[config.mk]
export PLATFORM = sky130hd
export DESIGN_NAME = mac_unit
export DESIGN_NICKNAME = d
export VERILOG_FILES = /design/src/rtl/mac_unit.sv
export SDC_FILE = /design/constraint.sdc
export NUM_CORES = 1
export LEC_CHECK = 0
export ABC_AREA = 1
export BUFFER_PORTS_ARGS = -buffer_cell sky130_fd_sc_hd__buf_2
export CORE_ASPECT_RATIO = 0.6
export CORE_MARGIN = 1
export CORE_UTILIZATION = 35
export CTS_CLUSTER_SIZE = 30
export DETAILED_ROUTE_END_ITERATION = 8
export GPL_TIMING_DRIVEN = 0
export HOLD_SLACK_MARGIN = 0.05
export PLACE_DENSITY = 0.6
export SLEW_MARGIN = 20
export SYNTH_ARGS = -nofsm -noshare
export SYNTH_HDL_FRONTEND = slang
export SYNTH_SLANG_ARGS = --single-unit
[constraint.sdc]
create_clock -name clk -period 5.8 [get_ports clk]
set_input_delay 0.29 -clock clk [delete_from_list [all_inputs] [get_ports clk]]
set_output_delay 0.29 -clock clk [all_outputs]
set_load 0.01 [all_outputs]
[src/rtl/mac_unit.sv]
// mac_unit: fixed-point multiply-accumulate neuron with pipelined
// operand fetch, saturating rescale and selectable activation.
module mac_unit #(
  parameter int D_LEN  = 16,
  parameter int FRAC   = 8,
  parameter int AWIDTH = 8,
  parameter int LL     = 8,
  parameter int RD_LAT = 2
) (
  input  logic                    clk,
  input  logic                    rst_n,
  input  logic [AWIDTH:0]         mac_ctrl,
  input  logic [3:0]              acftype,
  input  logic signed [D_LEN-1:0] a_din,
  input  logic signed [D_LEN-1:0] w_din,
  output logic [LL-1:0]           mac_addr,
  output logic signed [D_LEN-1:0] mac_dout,
  output logic                    mac_finish,
  output logic                    mac_busy
);

  localparam int ACC_W = 2 * D_LEN + LL;

  localparam logic signed [ACC_W-1:0] C_MAX =
    ACC_W'({1'b0, {(D_LEN-1){1'b1}}});
  localparam logic signed [ACC_W-1:0] C_MIN = ~C_MAX;
  localparam logic signed [D_LEN-1:0] D_MAX =
    {1'b0, {(D_LEN-1){1'b1}}};
  localparam logic signed [D_LEN-1:0] D_MIN = ~D_MAX;
  localparam logic signed [D_LEN-1:0] C_ONE =
    D_LEN'(1) << FRAC;
  localparam logic signed [D_LEN-1:0] C_MONE = -C_ONE;

  typedef enum logic [2:0] {
    S_IDLE,
    S_FETCH,
    S_DRAIN,
    S_ACT,
    S_DONE
  } state_t;

  state_t                   r_state;
  logic                     r_start_d;
  logic [AWIDTH-1:0]        r_loop;
  logic [3:0]               r_acf;
  logic signed [ACC_W-1:0]  r_acc;
  logic [RD_LAT:0]          r_vld;
  logic [RD_LAT:0]          r_last;

  logic                     w_rise;
  logic                     w_accept;
  logic                     w_issue;
  logic                     w_issue_last;
  logic                     w_done_acc;
  logic [LL-1:0]            w_loop_ext;
  logic [LL-1:0]            w_addr_nxt;
  logic signed [2*D_LEN-1:0] w_prod;
  logic signed [ACC_W-1:0]  w_prod_ext;
  logic signed [ACC_W-1:0]  w_shift;
  logic signed [D_LEN-1:0]  w_sat;
  logic signed [D_LEN-1:0]  w_act;

  assign w_rise     = mac_ctrl[0] & ~r_start_d;
  assign w_accept   = w_rise &
                      ((r_state == S_IDLE) |
                       (r_state == S_DONE));
  assign w_loop_ext = LL'(r_loop);
  assign w_addr_nxt = mac_addr + LL'(1);
  assign w_done_acc = r_vld[RD_LAT] & r_last[RD_LAT];

  // Each issued address carries a valid/last tag down the read pipe.
  always_comb begin
    w_issue      = 1'b0;
    w_issue_last = 1'b0;
    if (w_accept) begin
      w_issue      = 1'b1;
      w_issue_last = (mac_ctrl[AWIDTH:1] == '0);
    end else if (r_state == S_FETCH &&
                 mac_addr != w_loop_ext) begin
      w_issue      = 1'b1;
      w_issue_last = (w_addr_nxt == w_loop_ext);
    end
  end

  assign w_prod     = a_din * w_din;
  assign w_prod_ext = ACC_W'(w_prod);
  assign w_shift    = r_acc >>> FRAC;

  always_comb begin
    w_sat = w_shift[D_LEN-1:0];
    if (w_shift > C_MAX) begin
      w_sat = D_MAX;
    end else if (w_shift < C_MIN) begin
      w_sat = D_MIN;
    end
    w_act = w_sat;
    case (r_acf)
      4'd1: begin
        if (w_sat[D_LEN-1]) w_act = '0;
      end
      4'd2: begin
        if (w_sat[D_LEN-1]) w_act = '0;
        else if (w_sat > C_ONE) w_act = C_ONE;
      end
      4'd3: begin
        if (w_sat > C_ONE) w_act = C_ONE;
        else if (w_sat < C_MONE) w_act = C_MONE;
      end
      default: w_act = w_sat;
    endcase
  end

  always_ff @(posedge clk) begin
    if (!rst_n) begin
      r_state    <= S_IDLE;
      r_start_d  <= 1'b1;
      r_loop     <= '0;
      r_acf      <= '0;
      r_acc      <= '0;
      r_vld      <= '0;
      r_last     <= '0;
      mac_addr   <= '0;
      mac_dout   <= '0;
      mac_finish <= 1'b0;
      mac_busy   <= 1'b0;
    end else begin
      r_start_d <= mac_ctrl[0];
      r_vld[0]  <= w_issue;
      r_last[0] <= w_issue_last;
      for (int i = 1; i <= RD_LAT; i++) begin
        r_vld[i]  <= r_vld[i-1];
        r_last[i] <= r_last[i-1];
      end
      if (r_vld[RD_LAT]) r_acc <= r_acc + w_prod_ext;

      case (r_state)
        S_IDLE, S_DONE: begin
          if (w_accept) begin
            r_loop     <= mac_ctrl[AWIDTH:1];
            r_acf      <= acftype;
            r_acc      <= '0;
            mac_addr   <= '0;
            mac_finish <= 1'b0;
            mac_busy   <= 1'b1;
            r_state    <= S_FETCH;
          end
        end
        S_FETCH: begin
          if (mac_addr != w_loop_ext) begin
            mac_addr <= w_addr_nxt;
          end else if (w_done_acc) begin
            r_state <= S_ACT;
          end else begin
            r_state <= S_DRAIN;
          end
        end
        S_DRAIN: begin
          if (w_done_acc) r_state <= S_ACT;
        end
        S_ACT: begin
          mac_dout   <= w_act;
          mac_finish <= 1'b1;
          mac_busy   <= 1'b0;
          r_state    <= S_DONE;
        end
        default: r_state <= S_IDLE;
      endcase
    end
  end

endmodule

==> run metrics, run 1 <==
Max Root-Sink Buffers 2; row count 62; initial core utilization a little over a third; Worst EP required between 6 and 7 ns; top-area cell type share of the netlist area 38.10%; Boundary Pins 73; Critical Path Sink Type flip-flop; Post-synth EDFFs 0; setup violators final 0; synth-to-layout area growth 16.88%; via/cell ratio just under 5; CP delay by family, top adder cells; largest net degree at the start of global routing 24; CP max stage delay 0.56 ns; GPL Wtd Cong 0.9563; kind of critical path input port to flip-flop; part of the cycle the worst path needs 97.52%; Peak Freq about 180 MHz; vias in the first global route 14969; ys flop type dfxtp_1; Yosys cell types between 40 and 50; HP Class input port to flip-flop; via total after detailed routing 14887; synth top area cells fa_1 38%, inv_1 14%, dfxtp_1 10%; Overall Global Routing Usage between 20% and 30%; Hold Worst Slack ~0.14 ns; Slew Viols, Final 0; area leader, netlist fa_1; Worst Setup Start Kind input port; Detail Route Antenna Nets 0; Tmin final between 5 and 6 ns; gr ovfl total 0; DRC viols 0; slowest CP cell fa_1; Final Skew between 0.01 and 0.015 ns; Final Hold Fails 0; clk sinks slightly below 90; most frequent cell after synthesis inv_1; DRT Pass-1 Iters 6; first-pass GRT wire length 85.53 mm; CP bufs+invs 7; synthesized flop and latch total 88; crit path DAT roughly 5.9 ns; Synth async-reset ratio 0%; Detailed Place HPWL 46.33 mm; H-tree levels 3; status finished clean; Critical Path Most Common Cell fa_1; max_cap viols 0; die footprint 0.05046 mm2; CTS tree done; DIE WIDTH between 200 and 300 um; Core Region 0.04833 mm2; DR WL/cell 17.75 um; post-synthesis sequential area ratio 10.16%; most frequent cells after synthesis 665 x inv_1, 469 x nand2_1, 330 x fa_1; Layout fillers 5020; Mapped Area 0.01734 mm2; synth warn 0; crit path max fanout 5; multi-input logic area 0.01345 mm2; Worst-path clk slew 0.07 ns; Reg area around 0.0018 mm2; clock insertion delay at the later pin of the skew report 0.36 ns; syn_nets 2802; Root Driver clkbuf_16; NumNets Final 2907; Buffers on Ports 43; Slew HR 37.90%; Worst-Margin Slew just over 0.9 ns; total CTS buffers 9; Antenna Cells 0; Mapped Avg Cell Area 7.513 um2; DR iter-0 viols 1237; Die Y 174.4 um; initial antenna violation count 0; layout cells sized above 1 13.94%; routed wire length 54.27 mm; Synth Instances between 2000 and 2500
## what timing repair did
item                                    4_1_cts  5_1_grt
setup buffers                                 8       40
hold buffers                                  0        0
pin swaps                                    12       50
resized for setup                           172      208
cloned                                        0        3
endpoints found under the setup margin       28       23
## metrics by stage
stage / worst slack (ns) / util [%] / setup TNS (ns) / cell area (um2) / std cells
after detailed placement: -1.782 / 38.03 / -30.12 / 18380 / 2991
after global placement: -1.863 / 38.02 / -30.65 / 18380 / 2991
after floorplan: 0.003166 / - / 0 / 17360 / 2308
after CTS: 0.003320 / 39.96 / 0 / 19310 / 3015
after global routing: -0.02919 / 41.93 / -0.1106 / 20270 / 3058
final: 0.1437 / 41.93 / 0 / 20270 / 3058
## tightest hold or removal path, cell delays in order
cell     delay, ns
buf_2         0.07
inv_1         0.04
nand2_1       0.05
## cell type report
cell class                 instances  area share, %
timing repair buffer              93          3.235
clock inverter                     6         0.2470
buffer                            85          3.896
tap                              640          3.951
clock buffer                      10          1.179
inverter                         666          12.40
timing repair inverter             1        0.03704
multi-input combinational       1469          66.36
sequential                        88          8.693
## cells by family after synthesis
logic type               count (synthesis)  synth area share, %
adder cells (fa/ha/maj)                447                46.54
AO/OA/AOI/OAI                          236                7.663
XOR/XNOR                                32                1.616
flip-flops                              88                10.16
AND/OR/NAND/NOR                        754                17.64
buffers and inverters                  751                16.38
## cell usage in the layout (no fill, tap or decap), types with 13 or more instances in the layout
| master | count |
|---|---|
| ha_1 | 96 |
| nand2_2 | 27 |
| nand3_1 | 41 |
| dfxtp_1 | 88 |
| buf_2 | 44 |
| a21oi_1 | 81 |
| nor2_2 | 16 |
| buf_8 | 14 |
| buf_6 | 13 |
| a21oi_2 | 23 |
| nor2_1 | 155 |
| inv_1 | 648 |
| inv_2 | 13 |
| o21ai_1 | 13 |
| xor2_1 | 20 |
| fa_1 | 325 |
| o211ai_1 | 20 |
| clkbuf_1 | 18 |
| nand4_1 | 13 |
| buf_4 | 57 |
| o21ai_0 | 59 |
| nor3_1 | 15 |
| ha_4 | 16 |
| nand2_1 | 445 |
## flip-flops by register name, summed over array words and instances (netlist names)
name,count
mac_busy,1
r_start_d,1
r_vld,3
mac_dout,16
r_last,3
r_acf,4
mac_finish,1
r_state,3
mac_addr,8
r_acc,40
r_loop,8
## layer usage
layer | global-route usage (%) | share of wire, % | up-vias
met3 | 7.218 | 10 | 20
met2 | 29.93 | 39 | 518
met5 | 0 | 0 | -
li1 | - | - | 6933
met4 | 1.689 | 0.35 | 0
met1 | 35.39 | 50 | 7416
## worst paths after layout
path                                            from              endpoint  slack (ns)  cells past startpoint
worst max register to register  r_acc[15]$_SDFF_PN0_  r_acc[31]$_SDFF_PN0_        0.90                     21
worst min register to register   r_vld[1]$_SDFF_PN0_   r_vld[2]$_SDFF_PN0_        0.41                      2
worst min-delay path                     mac_ctrl[0]  r_start_d$_SDFF_PN1_        0.14                      3
worst max-delay path                       w_din[15]  r_acc[31]$_SDFF_PN0_        0.14                     25
Power of run 1 is not shown: default switching activity piles up to over one toggle a cycle in this logic, so the estimate is an artifact.
==> run 2, diff against run 1 <==
PLACE_DENSITY = 0.58   (was 0.6)
clock period = 5.58 ns   (was 5.8 ns; I/O delays follow)
==> run metrics, run 2 (synthesis results as in run 1) <==
crit path max fanout 7 (was 5); H-tree levels 3 (unchanged); GPL Wtd Cong 0.9275 (was 0.9563); first-pass GRT wire length 87.80 mm (was 85.53 mm); biggest regs r_acc x40, mac_dout x16 (unchanged); DRC viols 0 (unchanged); total CTS buffers 9 (unchanged); number of flip-flops in the largest register 40 (unchanged); most frequent cells in the layout 632 x inv_1, 431 x nand2_1, 317 x fa_1 (was 648 x inv_1, 445 x nand2_1, 325 x fa_1); initial core utilization 35.88% (unchanged); RSZ-0062 raised after global routing yes; status finished clean (unchanged); CP max stage delay 0.66 ns (was 0.56 ns); Antenna Cells 0 (unchanged); crit path DAT 5.86 ns (was 5.92 ns); Hold-fix buffers, CTS 0 (unchanged); Root Driver clkbuf_16 (unchanged); clk sinks 88 (unchanged); via total after detailed routing 15268 (was 14887); Tmin final between 5 and 6 ns; clock insertion delay at the later pin of the skew report 0.36 ns (about the same); routed wire length 56.08 mm (was 54.27 mm); Peak Freq 180.0 MHz; Detail Route Antenna Nets 0 (unchanged); worst setup margin 0.02595 ns (was 0.1437 ns); layout cells sized above 1 18.34% (was 13.94%); Overall Global Routing Usage 23.01% (was 22.33%); Worst Setup Start Kind input port (unchanged); via/cell ratio 4.919 (was 4.868); CTS tree done (unchanged); Worst EP required 5.88 ns (was 6.06 ns); multi-input logic area 0.01378 mm2 (was 0.01345 mm2); largest net degree at the start of global routing 22 (was 24); Die Y 174.4 um (unchanged); synth-to-layout area growth 22.57% (was 16.88%); Reg area 0.001762 mm2 (unchanged); Most flops, register r_acc (unchanged); Slew Viols, Final 0 (unchanged); DR iter-0 viols 1284 (was 1237); Buffers on Ports 43 (unchanged); max_cap viols 0 (unchanged); setup violators final 0 (unchanged); DRT Pass-1 Iters 7 (was 6); initial antenna violation count 0 (unchanged); HP Class input port to flip-flop (unchanged); die footprint 0.05046 mm2 (unchanged); kind of critical path input port to flip-flop (unchanged); Finished Layout Cells 3104 (was 3058); Boundary Pins 73 (unchanged); DIE WIDTH 289.3 um (unchanged); placed insts 2991 (unchanged); Worst-path clk slew 0.07 ns (about the same); DR WL/cell 18.07 um (was 17.75 um); Critical Path Sink Type flip-flop (unchanged); Final Hold Fails 0 (unchanged); most common cell after layout, fill and taps aside inv_1 (unchanged); part of the cycle the worst path needs roughly 100%; vias in the first global route 15414 (was 14969); Detailed Place HPWL 46.64 mm (was 46.33 mm); Core Region 0.04833 mm2 (unchanged); dpl ws -2.015 ns (was -1.782 ns); Worst Reg-to-Reg Cells 21 (unchanged); Final Skew 0.01333 ns (was 0.01401 ns); gr ovfl total 0 (unchanged); Max Root-Sink Buffers 2 (unchanged); Layout fillers 4880 (was 5020); row count 62 (unchanged); Slew HR 30.71% (was 37.90%); NumNets Final 2953 (was 2907); Worst-Margin Slew 1.039 ns (was 0.9316 ns); hold depth 3 (unchanged); slowest CP cell fa_2 (was fa_1)
==> run 2: final timing paths <==
check	startpoint	to	slack, ns
max	a_din[15]	r_acc[36]$_SDFF_PN0_	0.03
min	mac_ctrl[0]	r_start_d$_SDFF_PN1_	0.13
max reg2reg	r_acc[15]$_SDFF_PN0_	r_acc[31]$_SDFF_PN0_	0.63
min reg2reg	r_vld[1]$_SDFF_PN0_	r_vld[2]$_SDFF_PN0_	0.40
==> run 2: worst max-delay path: cells and delay by family <==
| family | cells | cell delay (ns) |
|---|---|---|
| adder cells (fa/ha/maj) | 7 | 3.55 |
| buffers and inverters | 9 | 0.95 |
| AO/OA/AOI/OAI | 1 | 0.10 |
| AND/OR/NAND/NOR | 8 | 0.96 |
==> run 2: cell type report <==
type | instances | share of cell area, %
Sequential cell | 88 | 8.289
Inverter | 666 | 11.85
Timing Repair Buffer | 140 | 4.822
Timing Repair inverter | 1 | 0.03532
Clock buffer | 10 | 1.124
Buffer | 84 | 4.945
Tap cell | 640 | 3.768
Multi-Input combinational cell | 1469 | 64.82
Clock inverter | 6 | 0.3532
==> run 2: what timing repair did <==
action,CTS,global route
cloned,1,4
pin swaps,38,103
setup endpoints to repair,28,23
gates resized for setup,225,208
setup buffers,36,57
hold endpoints to repair,0,0
==> run 2: per-stage QoR <==
step | area [um2] | hold slack (ns) | TNS [ns] | utilization [%]
3_3_place_gp | 18560 | 0.3954 | -30.88 | 38.40
3_5_place_dp | 18560 | 0.3988 | -32.51 | 38.40
2_1_floorplan | 17540 | 0.3754 | 0 | -
6_report | 21250 | 0.1336 | 0 | 43.98
5_1_grt | 21250 | 0.1242 | -1.105 | 43.98
4_1_cts | 20200 | 0.1268 | -0.1835 | 41.80
==> run 2: per-layer routing <==
layer	vias to the layer above	track usage (%)	wire length [um]	part of all wire (%)
met5	-	0	38	0.068
met4	2	1.798	259	0.46
met3	24	7.795	6230	11
met2	566	30.96	21590	38
met1	7645	36.12	27960	50
li1	7031	-	-	-
Power of run 2 is left out for the same reason.
==> run 3, diff against run 2 <==
BUFFER_PORTS_ARGS = unset   (was -buffer_cell sky130_fd_sc_hd__buf_2)
DONT_BUFFER_PORTS = 1   (was unset)
PLACE_DENSITY = 0.57   (was 0.58)
==> run metrics, run 3 (synthesis results as in run 1) <==
status finished clean (unchanged); first-pass GRT wire length 86.26 mm (was 87.80 mm); Layout fillers 4936 (was 4880); row count 62 (unchanged); kind of critical path input port to flip-flop (unchanged); Final Skew 0.008913 ns (was 0.01333 ns); Buffers on Ports 0 (was 43); max_cap viols 0 (unchanged); Slew HR 40.51% (was 30.71%); GR Layer Usage met3 6.680% (was 7.795%); Max Root-Sink Buffers 2 (unchanged); clk sinks 88 (unchanged); crit path DAT 5.81 ns (was 5.86 ns); gr ovfl total 0 (unchanged); Detail Route Antenna Nets 0 (unchanged); synth-to-layout area growth 19.99% (was 22.57%); most frequent cells in the layout 640 x inv_1, 435 x nand2_1, 321 x fa_1 (was 632 x inv_1, 431 x nand2_1, 317 x fa_1); Hold Worst Slack 0.07449 ns (was 0.1336 ns); initial antenna violation count 1 (was 0); global routing's busiest layer met1 (unchanged); Worst-Margin Slew 0.8924 ns (was 1.039 ns); Slew Viols, Final 0 (unchanged); Die Y 174.4 um (unchanged); DIE WIDTH 289.3 um (unchanged); Overall Global Routing Usage 22.66% (was 23.01%); clock insertion delay at the later pin of the skew report 0.36 ns (about the same); via total after detailed routing 14832 (was 15268); number of flip-flops in the largest register 40 (unchanged); largest net degree at the start of global routing 22 (unchanged); GPL Wtd Cong 0.9524 (was 0.9275); RSZ-0062 raised after global routing yes (unchanged); NumNets Final 2888 (was 2953); layout cells sized above 1 15.26% (was 18.34%); met2 Resource Use GR 30.04% (was 30.96%); H-tree levels 3 (unchanged); Core Region 0.04833 mm2 (unchanged); CTS tree done (unchanged); HP Class input port to flip-flop (unchanged); Worst Setup Start Kind input port (unchanged); worst setup margin 0.02754 ns (was 0.02595 ns); Worst-path clk slew 0.07 ns (about the same); part of the cycle the worst path needs 99.51% (was 99.54%); multi-input logic area 0.01378 mm2 (about the same); Most flops, register r_acc (unchanged); Root Driver clkbuf_16 (unchanged); DR WL/cell 18.11 um (was 18.07 um); total CTS buffers 9 (unchanged); vias in the first global route 14996 (was 15414); via/cell ratio 4.879 (was 4.919); dpl ws -1.699 ns (was -2.015 ns); Tmin final 5.552 ns (was 5.554 ns); global routing met1 resource utilization 36.44% (was 36.12%); die footprint 0.05046 mm2 (unchanged); crit path max fanout 8 (was 7); Detailed Place HPWL 46.55 mm (was 46.64 mm); biggest regs r_acc x40, mac_dout x16 (unchanged); setup violators final 0 (unchanged); Critical Path Sink Type flip-flop (unchanged); DRC viols 0 (unchanged); Reg area 0.001762 mm2 (unchanged); DR iter-0 viols 1146 (was 1284); Boundary Pins 73 (unchanged); DRT Pass-1 Iters 7 (unchanged); Peak Freq 180.1 MHz (was 180.0 MHz); routed wire length 55.07 mm (was 56.08 mm); Worst EP required 5.84 ns (was 5.88 ns); initial core utilization 35.88% (unchanged); Final Hold Fails 0 (unchanged); most common cell after layout, fill and taps aside inv_1 (unchanged)
[run 3: cell count changes in the layout (fill, tap and decap cells not counted), moves of 5 or more]
cell / delta
inv_2: -7
o21ai_0: +7
nand2_4: +5
clkbuf_16: -6
o21ai_1: -7
buf_4: -17
inv_1: +8
nand2_2: -8
buf_2: -42
[run 3: routing by layer]
| metal | part of all wire [%] | vias to the layer above |
|---|---|---|
| met5 | 0 | - |
| met4 | 0.65 | 0 |
| met1 | 51 | 7397 |
| li1 | - | 6908 |
| met3 | 10 | 23 |
| met2 | 38 | 504 |
[run 3: what timing repair did]
item,in CTS,in global routing
hold endpoints to repair,2,0
endpoints found under the setup margin,28,24
hold buffers,2,0
resized for setup,188,224
gates cloned,1,3
buffers inserted,21,51
pin swaps,25,101
[run 3: path summary, 6_finish.rpt]
kind	from	endpoint	slack [ns]	cells after the start
worst max-delay path	w_din[6]	r_acc[39]$_SDFF_PN0_	0.03	24
worst min-delay path	mac_ctrl[4]	r_loop[3]$_SDFFE_PN0P_	0.07	2
worst max register to register	r_acc[3]$_SDFF_PN0_	r_acc[35]$_SDFF_PN0_	0.65	22
worst min register to register	r_vld[1]$_SDFF_PN0_	r_vld[2]$_SDFF_PN0_	0.40	2
[run 3: cell type report]
type,count,share of cell area (%)
multi-input cells,1469,66.24
inverters,666,12.10
flip-flops and latches,88,8.468
plain buffers,82,4.661
well taps,640,3.849
repair buffers,77,3.091
clock buffers,10,1.101
clock inverters,6,0.4390
repair inverters,1,0.03608
diodes,1,0.01203
[run 3: stage by stage]
step	setup TNS, ns	utilization, %	std cells	area, um2
after floorplan	0	-	2308	17540
after global placement	-29.75	37.96	2948	18340
after detailed placement	-31.02	37.96	2948	18340
after CTS	-0.04276	40.74	2988	19690
after global routing	-0.5117	43.05	3040	20810
final	0	43.05	3040	20810
[run 3: critical path: stages]
cell	delay, ns
buf_12	0.09
clkbuf_16	0.15
nand2_4	0.05
fa_1	0.52
inv_2	0.05
fa_1	0.59
clkinv_4	0.13
fa_2	0.53
fa_2	0.62
inv_2	0.08
fa_1	0.58
inv_2	0.05
fa_1	0.52
inv_2	0.05
ha_4	0.27
a21oi_2	0.15
a21boi_2	0.20
o221ai_1	0.15
nor2_2	0.28
nand3_2	0.12
a21oi_2	0.13
o21ai_1	0.09
nand2_1	0.07
inv_1	0.04
Power of run 3 is left out for the same reason.
